`src/rtl/find_min_n_vals_seq.sv`:
```
// ---------------------------------------------------------------------------
// find_min_n_vals_seq
//
// Collects a burst of N_VALS unsigned readings, one per value_valid cycle,
// and reports the smallest reading together with its 1-based position in
// the burst. A start/busy/done handshake frames each burst. This block sits
// between the range-sampling logic and the location/display logic.
//
// Optional feature (compile-time macro FIND_MIN_IGNORE_ZERO_EN):
//   When defined, a reading of 0 (no echo) still counts toward the burst
//   length but never becomes the minimum. An all-zero burst completes with
//   min_index = 0 and min_value = all ones.
//   When undefined, 0 is an ordinary reading.
//
// Parameters:
//   WIDTH       - bit width of each reading
//   N_VALS      - readings per burst, 2..255
//   INDEX_WIDTH - width of min_index; 2**INDEX_WIDTH must exceed N_VALS
//
// Ports:
//   clock       in   system clock, rising edge
//   reset       in   asynchronous active-high reset
//   start       in   one-cycle request to begin (or restart) a burst
//   value_in    in   reading, unsigned, WIDTH bits
//   value_valid in   value_in is consumed this cycle (only while collecting)
//   busy        out  high while collecting a burst
//   done        out  one-cycle pulse, result registers updated this cycle
//   min_value   out  smallest reading of the last completed burst
//   min_index   out  1-based position of min_value; 0 = no valid result
// ---------------------------------------------------------------------------
module find_min_n_vals_seq #(
    parameter int WIDTH       = 8,
    parameter int N_VALS      = 5,
    parameter int INDEX_WIDTH = 3
) (
    input  logic                   clock,
    input  logic                   reset,
    input  logic                   start,
    input  logic [WIDTH-1:0]       value_in,
    input  logic                   value_valid,
    output logic                   busy,
    output logic                   done,
    output logic [WIDTH-1:0]       min_value,
    output logic [INDEX_WIDTH-1:0] min_index
);

    typedef enum logic [1:0] {
        S_IDLE    = 2'd0,
        S_COLLECT = 2'd1,
        S_DONE    = 2'd2
    } state_t;

    localparam logic [INDEX_WIDTH-1:0] LP_LAST = INDEX_WIDTH'(N_VALS - 1);

    state_t                 r_state;
    state_t                 w_next_state;

    logic [INDEX_WIDTH-1:0] r_count;
    logic [WIDTH-1:0]       r_work_min;
    logic [INDEX_WIDTH-1:0] r_work_idx;
    logic [WIDTH-1:0]       r_min_value;
    logic [INDEX_WIDTH-1:0] r_min_index;

    logic                   w_accept;
    logic                   w_last;
    logic                   w_better;
    logic [WIDTH-1:0]       w_next_min;
    logic [INDEX_WIDTH-1:0] w_next_idx;

    // A start while collecting aborts the burst, so the reading presented in
    // that same cycle belongs to nobody and is dropped.
    assign w_accept = (r_state == S_COLLECT) && value_valid && !start;
    assign w_last   = w_accept && (r_count == LP_LAST);

`ifdef FIND_MIN_IGNORE_ZERO_EN
    // Zero readings never qualify; the first non-zero reading always does,
    // which is detected by the working index still being empty.
    assign w_better = (value_in != '0) &&
                      ((r_work_idx == '0) || (value_in < r_work_min));
`else
    // Strict less-than keeps the earliest position on ties.
    assign w_better = (r_count == '0) || (value_in < r_work_min);
`endif

    assign w_next_min = w_better ? value_in : r_work_min;
    assign w_next_idx = w_better ? INDEX_WIDTH'(r_count + 1'b1) : r_work_idx;

    // NOTE: sequential state uses non-blocking assignments so every register
    // samples pre-edge values, independent of block ordering.
    always_ff @(posedge clock or posedge reset) begin
        if (reset) begin
            r_state <= S_IDLE;
        end else begin
            r_state <= w_next_state;
        end
    end

    // NOTE: the default assignment first keeps this block free of latches
    // on any path the case statement does not cover.
    always_comb begin
        w_next_state = r_state;
        case (r_state)
            S_IDLE: begin
                if (start) begin
                    w_next_state = S_COLLECT;
                end
            end
            S_COLLECT: begin
                if (start) begin
                    w_next_state = S_COLLECT;
                end else if (w_last) begin
                    w_next_state = S_DONE;
                end
            end
            S_DONE: begin
                w_next_state = start ? S_COLLECT : S_IDLE;
            end
            default: begin
                w_next_state = S_IDLE;
            end
        endcase
    end

    // Working registers: start (from any state) reinitialises the burst.
    always_ff @(posedge clock or posedge reset) begin
        if (reset) begin
            r_count    <= '0;
            r_work_min <= '0;
            r_work_idx <= '0;
        end else if (start) begin
            r_count    <= '0;
            r_work_min <= '1;
            r_work_idx <= '0;
        end else if (w_accept) begin
            r_count    <= INDEX_WIDTH'(r_count + 1'b1);
            r_work_min <= w_next_min;
            r_work_idx <= w_next_idx;
        end
    end

    // Result registers load on the edge that accepts the final reading, so
    // the final reading is already folded in when done is seen.
    always_ff @(posedge clock or posedge reset) begin
        if (reset) begin
            r_min_value <= '0;
            r_min_index <= '0;
        end else if (w_last) begin
            r_min_value <= w_next_min;
            r_min_index <= w_next_idx;
        end
    end

    assign busy      = (r_state == S_COLLECT);
    assign done      = (r_state == S_DONE);
    assign min_value = r_min_value;
    assign min_index = r_min_index;

endmodule

```
`config.mk`:
```
export PLATFORM = sky130hd
export DESIGN_NAME = find_min_n_vals_seq
export DESIGN_NICKNAME = d
export VERILOG_FILES = /design/src/rtl/find_min_n_vals_seq.sv
export SDC_FILE = /design/constraint.sdc
export NUM_CORES = 1
export LEC_CHECK = 0
export CORE_MARGIN = 2
export CORE_UTILIZATION = 54
export DETAILED_ROUTE_END_ITERATION = 10
export PLACE_DENSITY = 0.8
export REMOVE_ABC_BUFFERS = 1
export SLEW_MARGIN = 10
export SYNTH_ARGS = -nofsm -noshare
export SYNTH_HDL_FRONTEND = slang
export SYNTH_SLANG_ARGS = --single-unit
export TNS_END_PERCENT = 1
```
`constraint.sdc`:
```
create_clock -name clock -period 2.37 [get_ports clock]
set_input_delay 0.474 -clock clock [delete_from_list [all_inputs] [get_ports clock]]
set_output_delay 0.474 -clock clock [all_outputs]
set_load 0.005 [all_outputs]
```
== After elaboration in Yosys (flattened, before gate mapping) ==
Index checks and enable logic that the tools add are counted.
Word-level totals
  register bits after elaboration: 27
  bits of input ports: 12
  output and inout bits: 13
  logic and storage cells: 35
Operators by class
  $add $sub $neg: 1
  order comparisons: 1
  equality and inequality tests: 5
  multiplexer cells: 13
  reduce and logical (&&, ||, !) cells: 9
Operators by type and width (count)
  8-bit two-way mux: 3
  3-bit two-way mux: 5
  8-bit less-than comparator: 1
  2-bit two-way mux: 3
  2-bit case mux with 3 select lines: 1
  3-bit by 1-bit adder with 3-bit output (second input constant): 1
  3-bit == test (second input constant): 1
  1-bit logical AND: 3
  3-bit logical NOT: 1
  3-bit by 2-bit inequality test with 1-bit output (second input constant): 1
  2-bit by 1-bit == test with 1-bit output (second input constant): 1
  2-bit == test (second input constant): 1
  2-bit logical NOT: 1
  2-bit inequality test (second input constant): 1
  2-bit AND reduction: 1
  2-bit nonzero test: 1
  1-bit logical NOT: 1
  1-bit logical OR: 1
  1-bit two-way mux: 1

== Logic depth before layout (Yosys ltp) ==
Gate-level depths: netlist of run 1.
  depth after elaboration: 7
  depth in mapped cells: 8
  depth with buffers taken out: 7

== Least setup slack after synthesis of run 1 ==
Ideal clock, no wire load.
  path type: input-to-reg
  start: input port value_in[2]
  end: register r_work_idx[2]
  library setup time: 0.125 ns
  arrival time: 1.824 ns
  data required time: 2.245 ns
  slack: 0.421 ns
  cell stages on the path: 6
  path buffers: 1
  path through: ha_1 or3_1 nand4_1 o311a_4 buf_12 mux2_4
Between the ends
  cells in the longest elaborated chain, start to end: 5
Ends and longest elaborated chain
  from (decl): line 39  | input logic [WIDTH-1:0] value_in,
  8-bit less-than comparator: line 82  | assign w_better = (r_count == '0) || (value_in < r_work_min);
  1-bit logical OR: line 82
  3-bit two-way mux: line 86  | assign w_next_idx = w_better ? INDEX_WIDTH'(r_count + 1'b1) : r_work_idx;
  3-bit two-way mux: line 134  | end else if (w_accept) begin
  3-bit two-way mux: line 130  | end else if (start) begin
  to (signal assigned): line 137  | r_work_idx <= w_next_idx;
  to (decl): line 60  | logic [INDEX_WIDTH-1:0] r_work_idx;
No other way between the ends. The select of a mux whose other input is x is not followed.
A chain may end at the register's enable or synchronous reset.

== Worst setup path after layout of run 1 ==
  start: input port value_in[2]
  end: register r_work_min[6]
Between the ends
  cells in the longest elaborated chain, start to end: 5
Ends and longest elaborated chain
  8-bit less-than comparator: line 82
  1-bit logical OR: line 82
  8-bit two-way mux: line 85  | assign w_next_min = w_better ? value_in : r_work_min;
  8-bit two-way mux: line 134
  8-bit two-way mux: line 130
  to (signal assigned): line 136  | r_work_min <= w_next_min;
  to (decl): line 59  | logic [WIDTH-1:0] r_work_min;
No other way between the ends. The select of a mux whose other input is x is not followed.

==> results of run 1 <==
[sequential cells by signal (all words and copies together), names as in the netlist]
| register | flops |
|---|---|
| min_value | 8 |
| r_work_min | 8 |
| min_index | 3 |
| r_count | 3 |
| r_work_idx | 3 |
| r_state | 2 |
[cell type report]
cell class | count | area (um2)
clock buffers | 4 | 26.28
fillers | 244 | 897.1
inverters | 22 | 82.58
well taps | 44 | 55.05
repair buffers | 49 | 427.9
multi-input cells | 125 | 863.3
flip-flops and latches | 27 | 675.6
[cells by family (layout without fill, tap and decap cells)]
kind of cell | Yosys count | in the layout
compound gates | 30 | 30
fa+ha+maj | 9 | 9
flops | 27 | 27
mux | 11 | 11
simple gates | 72 | 72
xor+xnor | 3 | 3
buf+inv | 35 | 75
[per-layer routing]
metal  wire length (um)  track usage  up-vias
met4                110       0.1206        0
met2               2068       0.4472       54
met3                228      0.03896       11
met5                  0            0        -
li1                   -            -      720
met1               1640       0.3022      718
[metrics by stage]
stage | area [um2] | util | total power, mW
final | 2131 | 0.7037 | 1.264
after global routing | 2131 | 0.7037 | 1.343
after CTS | 2131 | 0.7037 | 1.266
after detailed placement | 2105 | 0.6950 | 1.064
after global placement | 2105 | 0.6950 | 1.039
after floorplan | 1622 | - | 0.8200
[power groups by stage]
stage | clock (mW) | combinational, mW | sequential [mW]
floorplan | 0 | 0.237 | 0.583
global placement | 0 | 0.453 | 0.586
detailed placement | 0 | 0.474 | 0.590
CTS | 0.208 | 0.477 | 0.581
global route | 0.230 | 0.522 | 0.590
finish | 0.208 | 0.474 | 0.581
[cells in the final DEF, fill, tap and decap left out, types with 2 or more instances in the layout]
cell	count
nand3b_1	2
clkbuf_4	3
nor3_1	11
o311ai_0	11
nand2_1	25
inv_1	22
dfrtp_1	27
mux2i_1	9
nand2b_1	2
ha_1	9
clkdlybuf4s50_1	24
buf_4	25
xnor2_1	3
o211ai_1	11
nor2b_1	5
nor2_1	20
a21oi_1	2
nand4_1	2
[path summary, 6_finish.rpt]
check / end / slack (ns) / cells after the start
max: r_work_min[6] / 0.31 / 7
min: min_value[5] / 0.48 / 3
max reg2reg: min_index[0] / 0.44 / 7
min reg2reg: min_value[2] / 0.51 / 2
max in group asynchronous: min_index[1] / 1.63 / 3
min in group clock: min_value[2] / 0.51 / 2
[critical path, stage by stage]
cell and delay, ns:
clkdlybuf4s50_1 0.43, ha_1 0.29, or3_1 0.36, nand4_1 0.18, o311a_4 0.22, buf_4 0.16
mux2i_1 0.22
==> results.sh, run 1 <==
export IMPL_outcome="completed"
export IMPL_antenna_cells=0
export IMPL_seqPwrFrac=0.460
export IMPL_synth_seq_cells=27
export IMPL_min_path_type="in2async"
export IMPL_grt_pass1_vias=1582
export IMPL_synth_simple_area_share=0.1981
export IMPL_worst_pin_slew_ns=0.4252
export IMPL_p_sw_mw=0.4174
export IMPL_period_needed_ns=2.065
export IMPL_track_usage=0.2550
export IMPL_antenna_found_initial=0
export IMPL_grt_overflow=0
export IMPL_stdcell_count=271
export IMPL_cp_arrival_ns=2.33
export IMPL_timing_fmax_ghz=0.4843
export IMPL_synthAdderAreaFrac=0.06652
export IMPL_synth_flop_cell="dfrtp_1"
export IMPL_row_count=20
export IMPL_swShare=0.3303
export IMPL_drtIter0Drc=78
export IMPL_p_int_mw=0.8463
export IMPL_antenna_left=0
export IMPL_synthTopCellsByArea="dfrtp_1, ha_1, o311ai_0, nand2_1, mux2i_1"
export IMPL_ioPinCount=25
export IMPL_die_y_um=59.99
export IMPL_crit_start="value_in[2]"
export IMPL_worst_setup_path_end_kind="flip-flop"
export IMPL_synth_cell_types=32
export IMPL_cp_start_kind="input port"
export IMPL_syn_area_per_cell_um2=9.053
export IMPL_setup_ws_ns=0.3050
export IMPL_nNetsFinal=249
export IMPL_clock_path_buffers=2
export IMPL_synth_top_area_share=0.3991
export IMPL_peakVddDrop_uv=319.3
export IMPL_muxShareOfSynthArea=0.06874
export IMPL_die_area_um2=3599
export IMPL_cts_tree="done"
export IMPL_power_per_cell_area_nw_per_um2=593.1
export IMPL_clock_sinks=27
export IMPL_initial_core_util=0.5591
export IMPL_wl_um=4048
export IMPL_syn_area_um2=1693
export IMPL_finalMaxSlewViolations=0
export IMPL_grt_pass1_wl_um=6789
export IMPL_wl_per_cell_um=14.94
export IMPL_rsz0062_at_grt="no"
export IMPL_dpl_cell_count=267
export IMPL_slew_limit_headroom=0.7162
export IMPL_synth_most_common_cell="dfrtp_1"
export IMPL_pwr_share_comb=0.375
export IMPL_clkSlewWorstSetupHoldPaths_ns=0.14
export IMPL_dpl_hpwl_um=3064
export IMPL_clkPwrFrac=0.165
export IMPL_hold_slack_ns=0.4844
export IMPL_crit_type="in2reg"
export IMPL_numCtsBuffers=3
export IMPL_routed_via_density=5.546
export IMPL_required_ns=2.64
export IMPL_htree_num_levels=1
export IMPL_crit_path_max_fanout=5
export IMPL_coreArea_um2=3028
export IMPL_synth_edf_count=0
export IMPL_pre_cts_slack_ns=-0.06354
export IMPL_ys_warn_count=0
export IMPL_gp_congestion=0.8885
export IMPL_synth_top_family_by_area="simple AND/OR/NAND/NOR gates"
export IMPL_max_cap_violations=0
export IMPL_firstDrtPassIters=4
export IMPL_synthTopCellsByCount="dfrtp_1, nand2_1, inv_1, nor2_1"
export IMPL_cts_root_buf="clkbuf_4"
export IMPL_post_cts_buffers=0
export IMPL_timing_rr_start="r_count[0]"
export IMPL_vias=1503
export IMPL_syn2layout_area_growth_pct=25.87
export IMPL_period_share=0.8713
export IMPL_yosysSeqAreaShare=0.3991
export IMPL_cts_resized_gates=0
export IMPL_synth_area_leader_cell="dfrtp_1"
export IMPL_async_reset_ff_frac=1.000
export IMPL_setup_viol_count_final=0
export IMPL_drcViolationCount=0
export IMPL_final_hold_violation_count=0
export IMPL_clkLatencyLatePin_ns=0.34
export IMPL_synth_cells=187
export IMPL_leakage_nw=0.9664
export IMPL_ctsHoldBuffers=0
export IMPL_grt_max_degree=28
export IMPL_port_buffers=24
export IMPL_skew_ns=0.001424
export IMPL_synth_compound_area_frac=0.1611
export IMPL_drive_above_1_share=0.1498
export IMPL_fin_tns_setup_ns=0
export IMPL_synth_xor_area_share=0.01552
export IMPL_fp_dieW_um=59.99
(Power assumes the default switching activity.)
==> run 2, diff against run 1 <==
ABC_AREA = 0   (was unset)
==> results of run 2 <==
Same layout as run 1: the final DEF is identical, and so are final timing and power.
